### src/rtl/rx_peak_finder_pkg.sv
// Shared constants, FSM state encoding and helpers for the rx peak finder.
//   CORR_W   : correlation result width (signed)
//   TS_W     : timestamp counter width
//   NUM_SEQ  : correlation sequences per result set
//   SEQ_ID_W : sequence index width
package rx_peak_finder_pkg;
  localparam int CORR_W   = 41;
  localparam int TS_W     = 32;
  localparam int NUM_SEQ  = 16;
  localparam int SEQ_ID_W = 4;

  typedef enum logic [1:0] {
    ST_SEARCH  = 2'd0,
    ST_TRACK   = 2'd1,
    ST_HOLDOFF = 2'd2
  } state_e;

  // Two's-complement magnitude as an unsigned value of the same width;
  // the most negative input maps to 2^(CORR_W-1) without overflow.
  function automatic logic [CORR_W-1:0] abs_mag(input logic [CORR_W-1:0] x);
    return x[CORR_W-1] ? (~x + 1'b1) : x;
  endfunction
endpackage

### src/rtl/rx_peak_finder_if.sv
// Correlator-side bus of the peak finder.
//   erx_en/icorr_valid/icorr_seq/ithreshold : driven by the upstream side
//   odetect/oseq_id/opeak_mag/otimestamp/ooverrun : detection results
// master = upstream/driver, slave = rx_peak_finder.
interface rx_peak_finder_if;
  import rx_peak_finder_pkg::*;

  logic                             erx_en;
  logic                             icorr_valid;
  logic [NUM_SEQ-1:0][CORR_W-1:0]   icorr_seq;
  logic [CORR_W-1:0]                ithreshold;
  logic                             odetect;
  logic [SEQ_ID_W-1:0]              oseq_id;
  logic [CORR_W-1:0]                opeak_mag;
  logic [TS_W-1:0]                  otimestamp;
  logic                             ooverrun;

  modport master (
    output erx_en, icorr_valid, icorr_seq, ithreshold,
    input  odetect, oseq_id, opeak_mag, otimestamp, ooverrun
  );
  modport slave (
    input  erx_en, icorr_valid, icorr_seq, ithreshold,
    output odetect, oseq_id, opeak_mag, otimestamp, ooverrun
  );
endinterface

### src/rtl/rx_peak_finder_argmax.sv
// Serial argmax over one correlation set.
// Snapshots the 16 inputs and timestamp on valid_i, then evaluates one
// magnitude per clock in ascending index order and pulses done_o.
//   clk_i, rst_ni      : clock, async active-low reset
//   en_i               : low aborts the scan
//   valid_i, seq_i     : new set strobe and data
//   ts_i               : timestamp tag of the set
//   busy_o             : scan in progress (new valids are dropped)
//   done_o             : 1-cycle result pulse
//   best_mag_o/idx_o/ts_o : result, valid with done_o
module rx_peak_finder_argmax
  import rx_peak_finder_pkg::*;
(
  input  logic                           clk_i,
  input  logic                           rst_ni,
  input  logic                           en_i,
  input  logic                           valid_i,
  input  logic [NUM_SEQ-1:0][CORR_W-1:0] seq_i,
  input  logic [TS_W-1:0]                ts_i,
  output logic                           busy_o,
  output logic                           done_o,
  output logic [CORR_W-1:0]              best_mag_o,
  output logic [SEQ_ID_W-1:0]            best_idx_o,
  output logic [TS_W-1:0]                ts_o
);
  logic [NUM_SEQ-1:0][CORR_W-1:0] snap_q;
  logic [TS_W-1:0]                ts_q;
  logic [SEQ_ID_W:0]              cnt_q;   // MSB set = all indices visited
  logic                           busy_q, done_q;
  logic [CORR_W-1:0]              best_mag_q, cur_mag;
  logic [SEQ_ID_W-1:0]            best_idx_q;

  assign cur_mag = abs_mag(snap_q[cnt_q[SEQ_ID_W-1:0]]);

  always_ff @(posedge clk_i or negedge rst_ni) begin
    if (!rst_ni) begin
      snap_q     <= '0;
      ts_q       <= '0;
      cnt_q      <= '0;
      busy_q     <= 1'b0;
      done_q     <= 1'b0;
      best_mag_q <= '0;
      best_idx_q <= '0;
    end else if (!en_i) begin
      busy_q <= 1'b0;
      done_q <= 1'b0;
      cnt_q  <= '0;
    end else begin
      done_q <= 1'b0;
      if (!busy_q) begin
        if (valid_i) begin
          snap_q     <= seq_i;
          ts_q       <= ts_i;
          busy_q     <= 1'b1;
          cnt_q      <= '0;
          best_mag_q <= '0;
          best_idx_q <= '0;
        end
      end else if (!cnt_q[SEQ_ID_W]) begin
        // Strict '>' so a tie keeps the lower index.
        if (cur_mag > best_mag_q) begin
          best_mag_q <= cur_mag;
          best_idx_q <= cnt_q[SEQ_ID_W-1:0];
        end
        cnt_q <= cnt_q + 1'b1;
      end else begin
        done_q <= 1'b1;
        busy_q <= 1'b0;
      end
    end
  end

  assign busy_o     = busy_q;
  assign done_o     = done_q;
  assign best_mag_o = best_mag_q;
  assign best_idx_o = best_idx_q;
  assign ts_o       = ts_q;
endmodule

### src/rtl/rx_peak_finder.sv
// Receive-chain peak finder: tags each correlation set with a timestamp,
// finds the strongest sequence per set, tracks the peak across a window
// and reports one detection followed by a hold-off.
//   crx_clk, rrx_rst_n : clock, async active-low reset
//   bus (slave)        : enable, correlation inputs, threshold, results
// Parameters: PEAK_WIN non-improving results close a peak (>=1);
//             HOLDOFF results ignored after a detection (0 = none).
module rx_peak_finder
  import rx_peak_finder_pkg::*;
#(
  parameter int PEAK_WIN = 16,
  parameter int HOLDOFF  = 256
) (
  input  logic             crx_clk,
  input  logic             rrx_rst_n,
  rx_peak_finder_if.slave  bus
);
  localparam int WIN_W  = $clog2(PEAK_WIN + 1);
  localparam int HOLD_W = (HOLDOFF > 0) ? $clog2(HOLDOFF + 1) : 1;

  logic                scan_busy, scan_done;
  logic [CORR_W-1:0]   scan_mag;
  logic [SEQ_ID_W-1:0] scan_idx;
  logic [TS_W-1:0]     scan_ts;

  state_e              state_q, state_d;
  logic [TS_W-1:0]     ts_q, ts_d;
  logic [WIN_W-1:0]    win_q, win_d, win_inc;
  logic [HOLD_W-1:0]   hold_q, hold_d, hold_inc;
  logic [CORR_W-1:0]   cand_mag_q, cand_mag_d;
  logic [SEQ_ID_W-1:0] cand_idx_q, cand_idx_d;
  logic [TS_W-1:0]     cand_ts_q, cand_ts_d;
  logic                det_q, det_d;
  logic [SEQ_ID_W-1:0] id_q, id_d;
  logic [CORR_W-1:0]   mag_q, mag_d;
  logic [TS_W-1:0]     tso_q, tso_d;
  logic                ovr_q, ovr_d;

  rx_peak_finder_argmax u_argmax (
    .clk_i      (crx_clk),
    .rst_ni     (rrx_rst_n),
    .en_i       (bus.erx_en),
    .valid_i    (bus.icorr_valid),
    .seq_i      (bus.icorr_seq),
    .ts_i       (ts_q),
    .busy_o     (scan_busy),
    .done_o     (scan_done),
    .best_mag_o (scan_mag),
    .best_idx_o (scan_idx),
    .ts_o       (scan_ts)
  );

  assign win_inc  = win_q + 1'b1;
  assign hold_inc = hold_q + 1'b1;

  always_comb begin
    state_d    = state_q;
    win_d      = win_q;
    hold_d     = hold_q;
    cand_mag_d = cand_mag_q;
    cand_idx_d = cand_idx_q;
    cand_ts_d  = cand_ts_q;
    det_d      = 1'b0;
    id_d       = id_q;
    mag_d      = mag_q;
    tso_d      = tso_q;
    // Dropped sets still consume a timestamp.
    ovr_d      = ovr_q | (bus.icorr_valid & bus.erx_en & scan_busy);
    ts_d       = bus.icorr_valid ? ts_q + 1'b1 : ts_q;
    if (!bus.erx_en) begin
      state_d = ST_SEARCH;
      win_d   = '0;
      hold_d  = '0;
      ts_d    = '0;
    end else if (scan_done) begin
      case (state_q)
        ST_SEARCH: begin
          if (scan_mag > bus.ithreshold) begin
            cand_mag_d = scan_mag;
            cand_idx_d = scan_idx;
            cand_ts_d  = scan_ts;
            win_d      = '0;
            state_d    = ST_TRACK;
          end
        end
        ST_TRACK: begin
          if (scan_mag > cand_mag_q) begin
            cand_mag_d = scan_mag;
            cand_idx_d = scan_idx;
            cand_ts_d  = scan_ts;
            win_d      = '0;
          end else if (win_inc == WIN_W'(PEAK_WIN)) begin
            det_d   = 1'b1;
            id_d    = cand_idx_q;
            mag_d   = cand_mag_q;
            tso_d   = cand_ts_q;
            win_d   = '0;
            state_d = (HOLDOFF == 0) ? ST_SEARCH : ST_HOLDOFF;
          end else begin
            win_d = win_inc;
          end
        end
        ST_HOLDOFF: begin
          if (hold_inc == HOLD_W'(HOLDOFF)) begin
            hold_d  = '0;
            state_d = ST_SEARCH;
          end else begin
            hold_d = hold_inc;
          end
        end
        default: state_d = ST_SEARCH;
      endcase
    end
  end

  always_ff @(posedge crx_clk or negedge rrx_rst_n) begin
    if (!rrx_rst_n) begin
      state_q    <= ST_SEARCH;
      ts_q       <= '0;
      win_q      <= '0;
      hold_q     <= '0;
      cand_mag_q <= '0;
      cand_idx_q <= '0;
      cand_ts_q  <= '0;
      det_q      <= 1'b0;
      id_q       <= '0;
      mag_q      <= '0;
      tso_q      <= '0;
      ovr_q      <= 1'b0;
    end else begin
      state_q    <= state_d;
      ts_q       <= ts_d;
      win_q      <= win_d;
      hold_q     <= hold_d;
      cand_mag_q <= cand_mag_d;
      cand_idx_q <= cand_idx_d;
      cand_ts_q  <= cand_ts_d;
      det_q      <= det_d;
      id_q       <= id_d;
      mag_q      <= mag_d;
      tso_q      <= tso_d;
      ovr_q      <= ovr_d;
    end
  end

  assign bus.odetect    = det_q;
  assign bus.oseq_id    = id_q;
  assign bus.opeak_mag  = mag_q;
  assign bus.otimestamp = tso_q;
  assign bus.ooverrun   = ovr_q;
endmodule

### src/flat_wrapper.sv
// flat-port wrapper written by rule: the top's interface ports become plain ports
module rx_peak_finder_flat import rx_peak_finder_pkg::*;
#(
  parameter int PEAK_WIN = 16,
  parameter int HOLDOFF  = 256
)
  (crx_clk, rrx_rst_n, bus_erx_en, bus_icorr_valid, bus_icorr_seq, bus_ithreshold, bus_odetect, bus_oseq_id, bus_opeak_mag, bus_otimestamp, bus_ooverrun);
  rx_peak_finder_if bus_i ();
  input  logic crx_clk;
  input  logic rrx_rst_n;
  input wire logic [$bits(bus_i.erx_en)-1:0] bus_erx_en;
  input wire logic [$bits(bus_i.icorr_valid)-1:0] bus_icorr_valid;
  input wire logic [$bits(bus_i.icorr_seq)-1:0] bus_icorr_seq;
  input wire logic [$bits(bus_i.ithreshold)-1:0] bus_ithreshold;
  output wire logic [$bits(bus_i.odetect)-1:0] bus_odetect;
  output wire logic [$bits(bus_i.oseq_id)-1:0] bus_oseq_id;
  output wire logic [$bits(bus_i.opeak_mag)-1:0] bus_opeak_mag;
  output wire logic [$bits(bus_i.otimestamp)-1:0] bus_otimestamp;
  output wire logic [$bits(bus_i.ooverrun)-1:0] bus_ooverrun;
  assign bus_i.erx_en = bus_erx_en;
  assign bus_i.icorr_valid = bus_icorr_valid;
  assign bus_i.icorr_seq = bus_icorr_seq;
  assign bus_i.ithreshold = bus_ithreshold;
  assign bus_odetect = bus_i.odetect;
  assign bus_oseq_id = bus_i.oseq_id;
  assign bus_opeak_mag = bus_i.opeak_mag;
  assign bus_otimestamp = bus_i.otimestamp;
  assign bus_ooverrun = bus_i.ooverrun;
  rx_peak_finder #(.PEAK_WIN(PEAK_WIN), .HOLDOFF(HOLDOFF)) u_core (.crx_clk(crx_clk), .rrx_rst_n(rrx_rst_n), .bus(bus_i));
endmodule
### config.mk
export PLATFORM = sky130hd
export DESIGN_NAME = rx_peak_finder_flat
export DESIGN_NICKNAME = d
export VERILOG_FILES = /design/src/rtl/rx_peak_finder_pkg.sv /design/src/rtl/rx_peak_finder_if.sv /design/src/rtl/rx_peak_finder_argmax.sv /design/src/rtl/rx_peak_finder.sv /design/src/flat_wrapper.sv
export SDC_FILE = /design/constraint.sdc
export NUM_CORES = 2
export LEC_CHECK = 0
export BUFFER_PORTS_ARGS = -buffer_cell sky130_fd_sc_hd__clkbuf_2
export CORE_MARGIN = 2
export CORE_UTILIZATION = 25
export CTS_CLUSTER_SIZE = 30
export DETAILED_ROUTE_END_ITERATION = 8
export HOLD_SLACK_MARGIN = 0.03
export PLACE_DENSITY = 0.46
export SLEW_MARGIN = 20
export SYNTH_ARGS = -nofsm -noshare
export SYNTH_HDL_FRONTEND = slang
export SYNTH_HIERARCHICAL = 1
export SYNTH_SLANG_ARGS = --single-unit
### constraint.sdc
create_clock -name crx_clk -period 7.15 [get_ports crx_clk]
set_input_delay 0.715 -clock crx_clk [delete_from_list [all_inputs] [get_ports crx_clk]]
set_output_delay 0.715 -clock crx_clk [all_outputs]
set_load 0.01 [all_outputs]
==> results.yml <==
min_path:
  min_to: "u_core/u_argmax/snap_q[286]"
  whs_path_depth: 2
  min_from: "bus_icorr_seq[286]"
  hp-class: "in -> reg"
yosys:
  synth_enable_flop_cells: 0
  ys_seq_elements: 944
  synth.most_common_cell: "dfrtp_1"
  yosys.area.top_type: "dfrtp_1"
  ys_top_cells_by_area: "dfrtp_1 (53%), mux2_2 (20%), mux4_2 (6.3%)"
  dominantRegCellSynth: "dfrtp_1"
  synth_top_area_share: 0.526
  ys_async_sr_fraction: 1.00
  netlist-cell-type-count: 76
  yosys-top-cells-count: "dfrtp_1 (944), mux2_2 (809), inv_1 (133)"
  postSynthAreaPerCell_um2: 13.9
  netlist_instances: 3218
  ys_warn_count: 6
  seq_area_frac_synth: 0.526
  synth_nets: 4047
  syn-cell-area_um2: 44900
detailed_routing:
  wirelength_um: 162000
  num_vias: 29900
  drtIter0Drc: 1673
  avgRoutedWirePerCell_um: 25.0
  ant_nets: 0
  first_pass_iters: 5
  drcViolationCount: 0
  viasPerCell: 4.62
clock_network:
  cts.repair.resized: 0
  cts_max_level: 3
  cts-root-buf: "clkbuf_16"
  postCtsSetupRepairBufs: 0
  numCtsBuffers: 114
  cts_sinks: 944
  cts_tree: "built"
  cts_hold_buf: 1
  cts.clk_slew.worst_paths_ps: 70
  cts_buffer_depth: 3
  insertion_delay_ps: 790
final_layout:
  nets: 4830
  fin_area_um2: 55400
  final_layout_size_suffix_gt1_frac: 0.497
  final_core_util: 0.311
  areaGrowthSynthToFinish_pct: 23.5
  num-fill-cells: 18100
sta:
  rsz0062_at_grt: "no"
  relSlewSlack: 0.278
  setup_viol: 0
  tns_ps: 0
  skew_ps: 73.7
  hold_viol_final: 0
  max_freq_ghz: 0.150
  fin_crit_ps: 6670
  period_share: 0.932
  drv_slew: 0
  worst_pin_slew_ps: 1080
setup_path:
  critical_path_class: "reg -> reg"
  r2r-start: "u_core/u_argmax/cnt_q[0]"
  reg2reg_slack_ps: 480
  arrival_ps: 7340
  reg2regPathDepth: 20
  worstSetupEndpointType: "flop"
  cp.required_ps: 7820
  reg2reg_to: "u_core/u_argmax/best_mag_o[21]"
  cp-start-kind: "flop"
  cp_max_fo: 25
floorplan:
  start_util: 0.252
  ioPinCount: 780
  die_h_um: 428
  die-area_um2: 183000
  core-area_um2: 178000
  die_x_um: 428
  num_rows: 155
power_and_ir_drop:
  power.switching_w: 0.00494
  p_clk_frac: 0.363
  netSwitchingFraction: 0.304
  p_total_w: 0.0163
  p_int_w: 0.0113
  p_seq_frac: 0.420
  ir_drop_mv: 0.230
  leakage_nw: 24.9
  p_per_area_nw_per_um2: 294
  pwr-share-comb: 0.217
global_routing:
  grt_pass1_wl_um: 229000
  grt_pass1_vias: 31100
  overflow: 0
  antenna_found_initial: 75
  grt_max_degree: 165
  grt_util_all_layers: 0.174
placed_design:
  io_buffers: 779
  dpl_cell_area_um2: 51600
  gp_congestion: 0.836
  dp_hpwl_um: 125000
run:
  maxCapViolations: 0
outcome:
  status: "finished, final reports clean"
## critical path, stage by stage, from the launching register on
cell	delay (ps)
dfrtp_4	540
buf_12	220
buf_12	240
buf_4	200
mux4_2	500
mux4_2	520
inv_1	150
nand3_1	130
nor4_4	510
nand4_2	380
o41ai_2	450
xnor2_1	140
ha_1	310
nand4_1	70
or3_1	410
nor3_1	370
o21ai_0	190
a21oi_1	580
buf_4	290
nor2_1	50
a31o_2	200
## per-layer routing
metal  up-vias  track usage  wire [um]
met5         -            0        352
met1     15400        0.209      64900
li1      13400            -          -
met3       271       0.0455       9240
met4        52       0.0554       4520
met2       757        0.304      83000
## cell families after synthesis
kind of cell | Yosys count | share of synthesized area
muxes | 1066 | 0.299
DFF | 944 | 0.526
and+or+nand+nor | 371 | 0.0421
AOI/OAI and AO/OA | 326 | 0.0515
buffers and inverters | 311 | 0.0309
adders and majority gates | 128 | 0.0357
xor gates and xnor gates | 72 | 0.0140
## power by group through the flow
| stage | clock network [W] | logic [W] | registers, W |
|---|---|---|---|
| CTS | 0.00613 | 0.00358 | 0.00684 |
| finish | 0.00591 | 0.00353 | 0.00684 |
| global placement | 0 | 0.00352 | 0.00694 |
| global route | 0.00634 | 0.00390 | 0.00693 |
| floorplan | 0 | 0.00239 | 0.00654 |
| detailed placement | 0 | 0.00357 | 0.00694 |
## worst max-delay path by stage
stage | from | to | slack, ps
5_1_grt | u_core/u_argmax/cnt_q[0] | u_core/u_argmax/best_mag_o[21] | 80
3_5_place_dp | u_core/u_argmax/cnt_q[0] | u_core/u_argmax/best_mag_o[22] | 460
6_report | u_core/u_argmax/cnt_q[0] | u_core/u_argmax/best_mag_o[21] | 480
3_3_place_gp | u_core/u_argmax/cnt_q[0] | u_core/u_argmax/best_mag_o[5] | 210
2_1_floorplan | u_core/u_argmax/cnt_q[1] | u_core/u_argmax/best_mag_o[29] | 1520
4_1_cts | u_core/u_argmax/cnt_q[0] | u_core/u_argmax/best_mag_o[21] | 440
## per-stage QoR
stage                     cells  hold slack (ps)  worst slack, ps
after floorplan            3218              419             1520
after global placement     6239              483              211
after detailed placement   6239              487              459
after CTS                  6441             55.2              436
after global routing       6460             89.9             79.8
final                      6470              153              483
## final cells by class
cell class              instances  area [um2]  share of cell area
repair buffers                844        4560              0.0823
multi-input cells            1963       19900               0.359
clock buffers                 166        3320              0.0599
inverters                     134         504             0.00909
well taps                    2355        2950              0.0531
flip-flops and latches        944       23600               0.426
diodes                         29        72.6             0.00131
clock inverters                35         479             0.00864
## registers in the layout (all words and copies together) (netlist names), 5 cells and up
name	cells
u_core/ts_q	32
u_core/win_q	5
u_core/u_argmax/cnt_q	5
u_core/u_argmax/best_mag_o	41
u_core/bus.otimestamp	32
u_core/bus.opeak_mag	41
u_core/u_argmax/snap_q	656
u_core/u_argmax/ts_o	32
u_core/cand_ts_q	32
u_core/hold_q	9
u_core/cand_mag_q	41
## cell usage in the layout, fill, tap and decap left out, drive strengths merged, types with 7 or more instances in the layout
cell type	count
nor4	16
clkinv	22
a31oi	8
nor2b	11
nand4	37
a31o	8
nand2	116
dfrtp	944
and2	15
a22oi	38
clkbuf	944
nor2	81
buf	65
ha	128
o31ai	10
clkinvlp	8
xor2	31
mux2	849
a211oi	7
mux2i	92
nor3	15
xnor2	41
mux4	125
inv	133
a21o	15
a221oi	45
a21oi	50
and3	11
o21ai	68
a22o	35
nand3	43
diode	29
Power figures use the tool's default switching activity.
